===== config.mk =====
export PLATFORM = sky130hd
export DESIGN_NAME = serial_subtractor
export DESIGN_NICKNAME = d
export VERILOG_FILES = /design/src/rtl/serial_arith_pkg.sv /design/src/rtl/full_subtractor_cell.sv /design/src/rtl/serial_subtractor.sv
export SDC_FILE = /design/constraint.sdc
export NUM_CORES = 1
export LEC_CHECK = 0
export CORE_MARGIN = 3
export CORE_UTILIZATION = 45
export CTS_CLUSTER_SIZE = 25
export DETAILED_ROUTE_END_ITERATION = 6
export PLACE_DENSITY = 0.72
export SYNTH_ARGS = -nofsm -noshare
export SYNTH_HDL_FRONTEND = slang
export SYNTH_HIERARCHICAL = 1
export SYNTH_SLANG_ARGS = --single-unit
export TNS_END_PERCENT = 5

===== constraint.sdc =====
create_clock -name clk -period 1.4 [get_ports clk]
set_input_delay 0.28 -clock clk [delete_from_list [all_inputs] [get_ports clk]]
set_output_delay 0.28 -clock clk [all_outputs]
set_load 0.05 [all_outputs]

===== src/rtl/serial_arith_pkg.sv =====
// Shared types and defaults for the bit-serial arithmetic blocks.
package serial_arith_pkg;

   typedef enum logic [1:0] {
      IDLE = 2'd0,
      RUN  = 2'd1,
      DONE = 2'd2
   } sub_state_t;

   localparam int DEFAULT_WIDTH = 8;

endpackage


===== src/rtl/full_subtractor_cell.sv =====
// Single-bit full subtractor: d = x - y - bin, with borrow out.
module full_subtractor_cell (
   input  logic x,
   input  logic y,
   input  logic bin,
   output logic d,
   output logic bout
);

   assign d    = x ^ y ^ bin;
   assign bout = (~x & y) | (~x & bin) | (y & bin);

endmodule


===== src/rtl/serial_subtractor.sv =====
// Bit-serial a - b, LSB first, one bit per clock, with start/done handshake.
module serial_subtractor
   import serial_arith_pkg::*;
#(
   parameter int WIDTH = DEFAULT_WIDTH
) (
   input  logic             clk,
   input  logic             rst,
   input  logic             start,
   input  logic [WIDTH-1:0] a,
   input  logic [WIDTH-1:0] b,
   output logic             ready,
   output logic             busy,
   output logic             done,
   output logic [WIDTH-1:0] diff,
   output logic             borrow_out,
   output logic             overflow
);

   localparam int CNT_W = $clog2(WIDTH + 1);

   sub_state_t       state_q, state_d;
   logic [WIDTH-1:0] a_sh_q, a_sh_d;
   logic [WIDTH-1:0] b_sh_q, b_sh_d;
   logic [WIDTH-1:0] res_q, res_d;
   logic             borrow_q, borrow_d;
   logic [CNT_W-1:0] cnt_q, cnt_d;
   logic             a_msb_q, a_msb_d;
   logic             b_msb_q, b_msb_d;
   logic [WIDTH-1:0] diff_q, diff_d;
   logic             borrow_out_q, borrow_out_d;
   logic             overflow_q, overflow_d;
   logic             ready_q, ready_d;
   logic             busy_q, busy_d;
   logic             done_q, done_d;

   logic             cell_d;
   logic             cell_bout;
   logic [WIDTH-1:0] res_shift;

   full_subtractor_cell u_cell (
      .x    (a_sh_q[0]),
      .y    (b_sh_q[0]),
      .bin  (borrow_q),
      .d    (cell_d),
      .bout (cell_bout)
   );

   // Shift-based insert keeps WIDTH=1 legal (no zero-width slice).
   assign res_shift = (res_q >> 1) | (WIDTH'(cell_d) << (WIDTH - 1));

   always_comb begin
      state_d      = state_q;
      a_sh_d       = a_sh_q;
      b_sh_d       = b_sh_q;
      res_d        = res_q;
      borrow_d     = borrow_q;
      cnt_d        = cnt_q;
      a_msb_d      = a_msb_q;
      b_msb_d      = b_msb_q;
      diff_d       = diff_q;
      borrow_out_d = borrow_out_q;
      overflow_d   = overflow_q;
      ready_d      = ready_q;
      busy_d       = busy_q;
      done_d       = 1'b0;

      case (state_q)
         IDLE: begin
            if (start) begin
               a_sh_d   = a;
               b_sh_d   = b;
               borrow_d = 1'b0;
               cnt_d    = '0;
               a_msb_d  = a[WIDTH-1];
               b_msb_d  = b[WIDTH-1];
               state_d  = RUN;
               ready_d  = 1'b0;
               busy_d   = 1'b1;
            end
         end
         RUN: begin
            res_d    = res_shift;
            borrow_d = cell_bout;
            a_sh_d   = a_sh_q >> 1;
            b_sh_d   = b_sh_q >> 1;
            cnt_d    = cnt_q + CNT_W'(1);
            if (cnt_q == CNT_W'(WIDTH - 1)) begin
               state_d      = DONE;
               busy_d       = 1'b0;
               done_d       = 1'b1;
               diff_d       = res_shift;
               borrow_out_d = cell_bout;
               overflow_d   = (a_msb_q ^ b_msb_q) & (res_shift[WIDTH-1] ^ a_msb_q);
            end
         end
         DONE: begin
            state_d = IDLE;
            ready_d = 1'b1;
         end
         default: begin
            state_d = IDLE;
            ready_d = 1'b1;
            busy_d  = 1'b0;
         end
      endcase
   end

   always_ff @(posedge clk) begin
      if (rst) begin
         state_q      <= IDLE;
         a_sh_q       <= '0;
         b_sh_q       <= '0;
         res_q        <= '0;
         borrow_q     <= 1'b0;
         cnt_q        <= '0;
         a_msb_q      <= 1'b0;
         b_msb_q      <= 1'b0;
         diff_q       <= '0;
         borrow_out_q <= 1'b0;
         overflow_q   <= 1'b0;
         ready_q      <= 1'b1;
         busy_q       <= 1'b0;
         done_q       <= 1'b0;
      end else begin
         state_q      <= state_d;
         a_sh_q       <= a_sh_d;
         b_sh_q       <= b_sh_d;
         res_q        <= res_d;
         borrow_q     <= borrow_d;
         cnt_q        <= cnt_d;
         a_msb_q      <= a_msb_d;
         b_msb_q      <= b_msb_d;
         diff_q       <= diff_d;
         borrow_out_q <= borrow_out_d;
         overflow_q   <= overflow_d;
         ready_q      <= ready_d;
         busy_q       <= busy_d;
         done_q       <= done_d;
      end
   end

   assign ready      = ready_q;
   assign busy       = busy_q;
   assign done       = done_q;
   assign diff       = diff_q;
   assign borrow_out = borrow_out_q;
   assign overflow   = overflow_q;

endmodule


==> impl_results.md <==
* Status: finished with violations
* Failing checks: negative setup slack
* Hold-fix buffers, CTS at 0
* CTS Buf Count at 5
* CTS tree: done
* Final WL at 3930 µm
* Pleak at 0.000987 µW
* Post-route cell area at about 2600 µm²
* Max Cap Viol at 0
* Total negative setup slack at -89.1 ps
* Placed inst area at 2450 µm²
* Final Skew at 6.13 ps
* Critical path's largest stage delay at just under 600 ps
* EDFF count, synth at 0
* Crit path kind: reg2reg
* Crit-path slowest cell: fa_1
* Synth cell count leaders: 45 x dfxtp_1, 32 x a21oi_1, 30 x nand2_1
* Finish-stage setup viols at 1
* Vias per cell at approximately 5.3
* Initial antenna violation count at 0
* Final nets at around 270
* Vias in the first global route at 1559
* CTS clock-pin slew for the worst setup and hold paths at 80 ps
* CP delay by family, top: adder cells
* Fmax at 672 MHz
* Syn_area_per_cell at 8.73 µm²
* Primary FF master, synth: dfxtp_1
* Core footprint at 3830 µm²
* CP Data Arrival Time at about 1700 ps
* Fin crit period at 1490 ps
* Placement row count at 22
* Clk buf depth at 2
* Global-route wire length before repair at 6960 µm
* Share of cells above drive strength 1 at 19.4%
* Post-synth top area share at roughly half
* Hold Crit Class: reg2reg
* I/O Pins at 32
* CP Launch Type: flop
* Worst setup EP type: flop
* Pre-antenna DRT Iters at 4
* Post-route ant nets at 0
* VDD IR-drop max at roughly 0.67 mV
* Via count at 1588
* Number of diodes at 0
* Clk sinks at 45
* Pwr dens at ~1000 nW/µm²
* Tcrit/Tclk final at 106%
* Total number of yosys warnings at 6
* Die area at roughly 5000 µm²
* Post-DP HPWL at 2680 µm
* Synth top area cells: dfxtp_1 48%, a21oi_1 8.5%, nand2_1 6.0%
* Syn Inst Count at around 220
* Depth of the CTS H-tree at 2
* Worst-Skew Late Latency at around 290 ps
* Final Wtd Congestion at 0.738
* Drc violations at 0
* Register area share after synthesis at 48.0%
* 1st-iter DRT viols at approximately 110
* Final Worst Setup Slack at -89.1 ps
* #FFs+latches synth at 45
* Fill cells at 339
* Synth area leader: dfxtp_1
* Ys async rst share at 0%
* Worst-Margin Slew at 305 ps
* Slew margin rel. at 79.1%
* Final Hold Viols at 0
* Final hold slack at 470 ps
* Die Wd at 70.6 µm
* Synth Cell Area at 1880 µm²
* Port-buffer cells at 31
* Netlist cell types at 33
* CP required at 1610 ps
* Tot GR Track Use at 17.0%
* Slew Viols, Final at 0
* RSZ-0062 raised after global routing: true
* WP buf/inv at 1
* Largest net degree at the start of global routing at 23
* Clock root cell: clkbuf_8
* Critical Path, Cell by Cell: fa_1 > inv_2 > nor2_1 > a21oi_2 > a311oi_2
* Die Height at between 70 and 80 µm
* Most instantiated library cell after synthesis: dfxtp_1
* Layout area overhead at 36.2%
* Initial Util at between 40% and 50%
* Largest fanout on the critical path at 3
* Remaining Overflow, GRT at 0
* Routed length per instance at 13.0 µm
* Syn Nets at 236
==> stage by stage <==
step	worst slack [ps]	power, µW	instances	util (%)
after detailed placement	-167	1790	294	64.1
after floorplan	8.38	1630	215	-
after global routing	-168	2810	301	66.8
final	-89.1	2680	301	66.8
after CTS	-104	2710	301	66.8
after global placement	-142	1780	294	64.1
==> repair_timing <==
action,4_1_cts,5_1_grt
setup buffers,0,0
resized for setup,0,1
endpoints found under the setup margin,1,18
gates cloned,0,0
==> power breakdown <==
group | leakage (µW) | switching [µW] | internal [µW]
registers | 0.000368 | 34.6 | 1340
clock network | 0.0000540 | 406 | 518
logic | 0.000565 | 194 | 194
total | 0.000987 | 634 | 2050
==> worst min-delay path: stages (launching register included) <==
cell and delay (ps):
dfxtp_1 320, nand2_1 50, a21oi_1 50
==> final timing paths <==
| path | start | endpoint | slack (ps) | depth (start not counted) |
|---|---|---|---|---|
| setup / recovery | b_sh_q[0] | overflow | -90 | 5 |
| hold / removal | res_q[1] | res_q[1] | 470 | 2 |
| setup reg to reg | b_sh_q[0] | overflow | -90 | 5 |
| hold reg to reg | res_q[1] | res_q[1] | 470 | 2 |
==> flip-flops by register name, indices dropped and copies added, names as in the netlist <==
| register | flops |
|---|---|
| a_sh_q | 8 |
| b_sh_q | 8 |
| diff | 8 |
| res_q | 7 |
| cnt_q | 4 |
| state_q | 2 |
| a_msb_q | 1 |
| b_msb_q | 1 |
| borrow_out | 1 |
| borrow_q | 1 |
| busy | 1 |
| done | 1 |
| overflow | 1 |
| ready | 1 |
==> cell usage in the layout (no fill, tap or decap), types with 2 or more instances in the layout <==
cell type        Yosys  final
a211oi_1            12     12
a211oi_2             2      2
a21oi_1             32     31
a22oi_1              4      4
a311oi_2             2      2
and3b_1              2      2
buf_12               0     17
buf_4                9     15
clkbuf_8             0      5
clkdlybuf4s50_1      0     18
dfxtp_1             45     44
mux2i_1              2      2
nand2_1             30     30
nand2b_1             2      2
nand3_1             11     11
nor2_1              24     24
nor3_1               4      4
o21ai_0              9      9
==> final cells by class <==
type                       count  area, µm²  share of cell area [%]
timing repair buffer          50        633                    24.8
clock inverter                 2       35.0                    1.37
sequential                    45        902                    35.3
inverter                       2       7.51                   0.294
multi-input combinational    149        850                    33.2
tap                           48       60.1                    2.35
clock buffer                   5       68.8                    2.69
==> cells by family (layout without fill, tap and decap cells) <==
group                      after synthesis  after routing  synth area share (%)
and+or+nand+nor                         77             77                  18.3
buffers and inverters                   21             59                  6.93
DFF                                     45             45                  48.0
AOI/OAI and AO/OA                       68             68                  24.0
adders and majority gates                2              2                  1.73
muxes                                    2              2                  1.07
==> per-layer routing <==
metal | up-vias | track usage (%) | share of wire [%]
met5 | - | 0 | 0
met4 | 0 | 5.64 | 1.0
met3 | 6 | 4.40 | 5.7
met2 | 35 | 26.6 | 47
met1 | 725 | 23.2 | 47
li1 | 822 | - | -
Note: power is estimated with default switching activity, not from simulation.
